File: config.mk
export PLATFORM = sky130hd
export DESIGN_NAME = memc_deskew
export DESIGN_NICKNAME = d
export VERILOG_FILES = /design/src/rtl/memc_deskew.sv
export SDC_FILE = /design/constraint.sdc
export NUM_CORES = 1
export LEC_CHECK = 0
export CORE_UTILIZATION = 45
export CTS_CLUSTER_SIZE = 20
export DETAILED_ROUTE_END_ITERATION = 7
export PLACE_DENSITY_LB_ADDON = 0.25
export SKIP_LAST_GASP = 1
export SLEW_MARGIN = 40
export SYNTH_ARGS = -nofsm -noshare
export SYNTH_HDL_FRONTEND = slang
export SYNTH_SLANG_ARGS = --single-unit
export TNS_END_PERCENT = 30
File: constraint.sdc
create_clock -name clk -period 7.7 [get_ports clk]
set_input_delay 1.54 -clock clk [delete_from_list [all_inputs] [get_ports clk]]
set_output_delay 1.54 -clock clk [all_outputs]
set_load 0.1 [all_outputs]
File: src/rtl/memc_deskew.sv
// memc_deskew: collects one diagonally skewed DIM x DIM result tile from the
// systolic array and offers row-addressed reads of the realigned tile.
// Column lane j carries row r's result on capture beat r+j.
// Optional build macro MEMC_DESKEW_ERR_EN adds a sticky err output.
module memc_deskew #(
  parameter int unsigned BITS_C = 16,
  parameter int unsigned DIM    = 8
) (
  input  logic                     clk,
  input  logic                     rst_n,
  input  logic                     start,
  input  logic                     in_valid,
  input  logic signed [BITS_C-1:0] Cin [DIM],
  input  logic                     rd_en,
  input  logic [$clog2(DIM)-1:0]   Crow,
  output logic signed [BITS_C-1:0] Cout [DIM],
  output logic                     out_valid,
  output logic                     busy,
`ifdef MEMC_DESKEW_ERR_EN
  output logic                     err,
`endif
  output logic                     ready
);

  // Beat counter spans 0 .. 2*DIM-2.
  localparam int unsigned   CntW     = $clog2(2 * DIM);
  localparam logic [CntW-1:0] LastBeat = CntW'(2 * DIM - 2);

  typedef enum logic [1:0] {StIdle, StCapture, StReady} state_e;

  state_e                   state_q, state_d;
  logic [CntW-1:0]          cnt_q, cnt_d;
  logic signed [BITS_C-1:0] store_q [DIM][DIM];
  logic                     clear;
  logic                     beat;
  logic                     rd_acc;
  logic                     wr_en [DIM][DIM];

  // Next-state, counter and capture/clear strobes.
  always_comb begin
    state_d = state_q;
    cnt_d   = cnt_q;
    clear   = 1'b0;
    beat    = 1'b0;
    case (state_q)
      StIdle, StReady: begin
        if (start) begin
          clear   = 1'b1;
          cnt_d   = '0;
          state_d = StCapture;
        end
      end
      StCapture: begin
        if (in_valid) begin
          beat  = 1'b1;
          cnt_d = cnt_q + 1'b1;
          if (cnt_q == LastBeat) begin
            state_d = StReady;
          end
        end
      end
      default: state_d = StIdle;
    endcase
  end

  assign rd_acc = rd_en && (state_q == StReady);

  // Element (r, j) is captured on the beat where counter == r + j; other lanes are dropped.
  always_comb begin
    for (int r = 0; r < int'(DIM); r++) begin
      for (int j = 0; j < int'(DIM); j++) begin
        wr_en[r][j] = beat && (cnt_q == CntW'(r + j));
      end
    end
  end

  // FSM state, beat counter and registered status flags.
  always_ff @(posedge clk) begin
    if (!rst_n) begin
      state_q <= StIdle;
      cnt_q   <= '0;
      busy    <= 1'b0;
      ready   <= 1'b0;
    end else begin
      state_q <= state_d;
      cnt_q   <= cnt_d;
      busy    <= (state_d == StCapture);
      ready   <= (state_d == StReady);
    end
  end

  // Tile storage: cleared on reset or accepted start, written on capture beats.
  always_ff @(posedge clk) begin
    if (!rst_n || clear) begin
      for (int r = 0; r < int'(DIM); r++) begin
        for (int j = 0; j < int'(DIM); j++) begin
          store_q[r][j] <= '0;
        end
      end
    end else begin
      for (int r = 0; r < int'(DIM); r++) begin
        for (int j = 0; j < int'(DIM); j++) begin
          if (wr_en[r][j]) begin
            store_q[r][j] <= Cin[j];
          end
        end
      end
    end
  end

  // Row read port; reads the pre-clear contents when a start coincides with the read.
  always_ff @(posedge clk) begin
    if (!rst_n) begin
      out_valid <= 1'b0;
      for (int j = 0; j < int'(DIM); j++) begin
        Cout[j] <= '0;
      end
    end else begin
      out_valid <= rd_acc;
      if (rd_acc) begin
        for (int j = 0; j < int'(DIM); j++) begin
          Cout[j] <= (32'(Crow) < DIM) ? store_q[Crow][j] : '0;
        end
      end
    end
  end

`ifdef MEMC_DESKEW_ERR_EN
  logic err_q;

  // Sticky protocol-violation flag; an accepted start wipes it.
  always_ff @(posedge clk) begin
    if (!rst_n) begin
      err_q <= 1'b0;
    end else if (clear) begin
      err_q <= 1'b0;
    end else if ((start && (state_q == StCapture)) ||
                 (in_valid && (state_q != StCapture)) ||
                 (rd_en && (state_q != StReady))) begin
      err_q <= 1'b1;
    end
  end

  assign err = err_q;
`endif

endmodule

# Yosys cells after proc, flatten, opt, wreduce, memory -nomap -nowiden
# Memory sizes are Yosys's and may differ from the RTL's. A register that Yosys moved wholly into a read port is not among the register bits.
# Cells that the tools add are included.
# word_totals
n_memories	1
input_bits	136
wordCells	237
out_inout_bits	131
ramBits	1024
reg_bits	9
# classes
n_eq_ne	20
mux	122
bitwise_logic	64
n_addsub	1
reduce_logical	24
# memory_table
memory	depth	word_bits	rd	rd_clocked_by_memory_dff	wr	line_no	source
store_q	8	128	1	1	8	33	logic signed [BITS_C-1:0] store_q [DIM][DIM];
# op_table
operator	count
two-way mux 16 bit	64
bitwise OR 1 bit	64
two-way mux 1 bit	51
equality test 4 bit, second input constant	7
equality test 4 x 3 -> 1 bit, second input constant	4
logical AND 1 bit	16
equality test 4 x 2 -> 1 bit, second input constant	2
two-way mux 4 bit	2
one-hot mux 4 bit (2 select lines)	1
two-way mux 2 bit	3
adder 4 x 1 -> 4 bit, second input constant	1
equality test 2 x 1 -> 1 bit, second input constant	2
equality test 2 bit, second input constant	2
equality test 4 x 1 -> 1 bit, second input constant	1
logical NOT 4 bit	1
inequality test 2 bit, second input constant	2
one-hot mux 2 bit (2 select lines)	1
AND reduction 3 bit	1
logical NOT 1 bit	2
logical NOT 2 bit	1
nonzero test 2 bit	1
OR reduction 2 bit	1
logical OR 1 bit	1

# Logic depth before layout (Yosys ltp)
# logic_depth
ltp_word	7
ltp_mapped	8

# Least setup slack after synthesis
# Ideal clock, no wire load.
# synth_path
kind	input-to-reg
startpoint	in in_valid
endpoint	mem store_q[0][48] (netlist name) (enable)
slack_ps	-316
t_required_ps	7071
path_buffers	0
path_stages	2
arrival_ps	7388
cell_sequence	nand4b_4 -> o21ai_0
# synth_rtl
element	line_no	source
start: declaration	12	input logic in_valid,
end: declaration	33	

==> results.json <==
{
  "run_status": "finished with violations",
  "violations": "design-rule violations",
  "grt.total_usage_pct": 23.0,
  "fmaxAchievable_mhz": 244,
  "core_area_um2": 106000,
  "maxSlewViolCount": 0,
  "clock_tree.buffer_depth": 3,
  "gpl.final_weighted_congestion": 0.787,
  "max_cap_viol_count": 0,
  "endpoint_required_time_on_the_critical_path_ns": 8.03,
  "synthArstFlopShare_pct": 0,
  "timing_hold_violations_final": 0,
  "die-height_um": 329,
  "synth.largest_area_cell": "sky130_fd_sc_hd__edfxtp_1",
  "vdd_drop_max_mv": 0.163,
  "dr.first_iter.drc_count": 2371,
  "grt_antenna_before_repair": 21,
  "cp-start-kind": "input port",
  "die_width_um": 329,
  "post_cts.resized_instances": 0,
  "synthFlopType": "sky130_fd_sc_hd__edfxtp_1",
  "globalRoute.totalOverflow": 0,
  "detail_route.wirelength_mm": 125,
  "first_global_vias": 28100,
  "synth-warning-count": 0,
  "setup_viol": 0,
  "critPathMaxFanout": 36,
  "postSynthAreaPerCell_um2": 14.7,
  "route.antenna.remaining_nets": 0,
  "vias_per_cell": 5.52,
  "dp_hpwl_mm": 70.0,
  "synth-seq-cells": 1161,
  "path_clk_slew_ns": 0.06,
  "muxShareOfSynthArea_pct": 10.7,
  "grt_pass1_wl_mm": 182,
  "r2r_end": "store_q[7][56]$_SDFFCE_PN0P_",
  "ioPinCount": 267,
  "holdCritPathClass": "reg2reg",
  "worstPathArrival_ns": 4.42,
  "clkSinkCount": 1161,
  "insertion_delay_ns": 0.70,
  "std_cell_rows": 119,
  "htree_num_levels": 3,
  "cts_hold_repair.buffers": 0,
  "final.setup.tns_ns": 0,
  "post_synth_main_area_contributors": "sky130_fd_sc_hd__edfxtp_1 (64%), sky130_fd_sc_hd__mux2i_1 (11%), sky130_fd_sc_hd__and2_1 (8.4%)",
  "mostFrequentLayoutCell": "sky130_fd_sc_hd__edfxtp_1",
  "dieArea_um2": 108000,
  "cts.repair_timing.setup_buffer_count": 0,
  "post_synth_instance_area_um2": 48100,
  "initial_core_util_pct": 45.5,
  "cts-buffers-inserted": 117,
  "dr_total_vias": 27600,
  "synth_simple_gate_area_share_pct": 10.2,
  "synth_sequential_area_ratio_pct": 69.6,
  "synth_top_family_by_area": "multiplexers",
  "synth_compound_area_share_pct": 7.01,
  "finish.utilization_pct": 52.9,
  "timing_worst_setup_path_type": "in2reg",
  "timing.critical_path.to": "store_q[7][56]$_SDFFCE_PN0P_",
  "postLayoutCellArea_um2": 55900,
  "clock_tree_from_tritoncts": "done",
  "finalCritPeriodShare_pct": 53.2,
  "worst_r2r_path_depth": 5,
  "synth_adder_area_share_pct": 0.104,
  "layout_common_cells": "sky130_fd_sc_hd__edfxtp_1 (1024), sky130_fd_sc_hd__and2_1 (643), sky130_fd_sc_hd__mux2i_1 (512)",
  "synth_xor_xnor_area_share_pct": 0.0364,
  "synth_enable_flop_cells": 1024,
  "netlist_instances": 3266,
  "layout.filler_cells": 8678,
  "drive_above_1_share_pct": 12.1,
  "setup.worst_path.end_class": "flop",
  "syn2layout_area_growth_pct": 16.2,
  "worst_slew_margin_rel_pct": 42.4,
  "period_needed_ns": 4.09,
  "postSynthNetCount": 3406,
  "detail_route.drc_violations": 24,
  "p_per_area_nw_per_um2": 246,
  "rsz0062_at_grt": "no",
  "layout.nets": 3645,
  "dpl_cell_area_um2": 51900,
  "reg_to_reg_critical_path_startpoint": "state_q[0]$_SDFF_PN0_",
  "clockRootBuffer": "sky130_fd_sc_hd__clkbuf_16",
  "fin_skew_ns": 0.0158,
  "grt_start_max_net_pins": 129,
  "io_buffers": 266,
  "routedWlPerCell_um": 25.1,
  "crit_start": "in_valid",
  "power.static_leakage_nw": 22.2,
  "synth.distinct_cells": 43,
  "detail_route.first_pass.iterations": 7,
  "worst_pin_slew_ns": 0.864,
  "regToRegSetupSlack_ns": 4.51,
  "post-synth-top-area-fraction_pct": 63.9
}
-- sequential cells by signal (all words and copies together) (netlist names) --
name,flops
state_q,2
busy,1
cnt_q,4
out_valid,1
ready,1
store_q,1024
Cout,128
-- how the worst min path moves through the flow --
stage                                       from  slack (ns)                endpoint  cells after the start
after CTS                  Cout[88]$_SDFFE_PN0P_        0.52   Cout[88]$_SDFFE_PN0P_                      2
after global routing      Cout[105]$_SDFFE_PN0P_        0.55  Cout[105]$_SDFFE_PN0P_                      2
after floorplan            cnt_q[1]$_SDFFE_PN0P_        0.50   cnt_q[1]$_SDFFE_PN0P_                      2
final                      Cout[88]$_SDFFE_PN0P_        0.52   Cout[88]$_SDFFE_PN0P_                      2
after detailed placement   Cout[88]$_SDFFE_PN0P_        0.50   Cout[88]$_SDFFE_PN0P_                      2
after global placement     Cout[88]$_SDFFE_PN0P_        0.50   Cout[88]$_SDFFE_PN0P_                      2
-- routing by layer --
layer / GRT usage [%] / wire length (um)
met1: 30.4 / 53400
met2: 38.9 / 61800
met3: 3.85 / 7150
met4: 6.81 / 2920
met5: 0 / 207
-- cell type report --
type                       count  area (um2)  area share, %
antenna                        6        15.0         0.0269
clock buffer                 167        3330           5.96
clock inverter                54         523          0.936
inverter                       3        11.3         0.0201
multi-input combinational   1876       13700           24.6
sequential                  1161       33500           59.9
tap                         1391        1740           3.11
timing repair buffer         346        3050           5.45
-- cell families (layout without fill, tap and decap cells) --
family | after synthesis | after routing
AO/OA/AOI/OAI | 542 | 542
XOR/XNOR | 2 | 2
adder cells (fa/ha/maj) | 4 | 4
buffers and inverters | 229 | 570
flip-flops | 1161 | 1161
multiplexers | 512 | 512
other | 0 | 6
AND/OR/NAND/NOR | 816 | 816
-- stage by stage --
stage | power [mW] | instances | worst slack, ns | hold WS, ns
after floorplan | 7.87 | 3266 | 0.354 | 0.498
after global placement | 8.20 | 4752 | 2.74 | 0.501
after detailed placement | 8.22 | 4772 | 2.86 | 0.504
after CTS | 13.8 | 4993 | 3.61 | 0.521
after global routing | 14.2 | 5002 | 3.48 | 0.552
final | 13.8 | 5004 | 3.61 | 0.519
-- cell usage after synthesis, drive strengths merged (3+ instances only) --
master	instances
nand2b	3
buf	113
edfxtp	1024
a21boi	3
ha	4
mux2i	512
nand2	5
o21ai	151
nor2	140
a21oi	128
inv	3
and2	645
nor3	6
a22oi	256
dfxtp	137
clkbuf	113
nor2b	3
-- worst max-delay path, stage by stage --
cell	delay, ns
sky130_fd_sc_hd__clkdlybuf4s50_1	0.61
sky130_fd_sc_hd__and3b_1	0.41
sky130_fd_sc_hd__nand2_1	0.43
sky130_fd_sc_hd__o21ai_4	0.25
sky130_fd_sc_hd__buf_4	0.48
sky130_fd_sc_hd__buf_4	0.66
-- power by group --
part           switching, mW  internal (mW)
Combinational          0.549          0.299
Sequential            0.0870           7.16
Clock                   2.35           3.30
No activity file was read; power rests on OpenSTA's default activity.
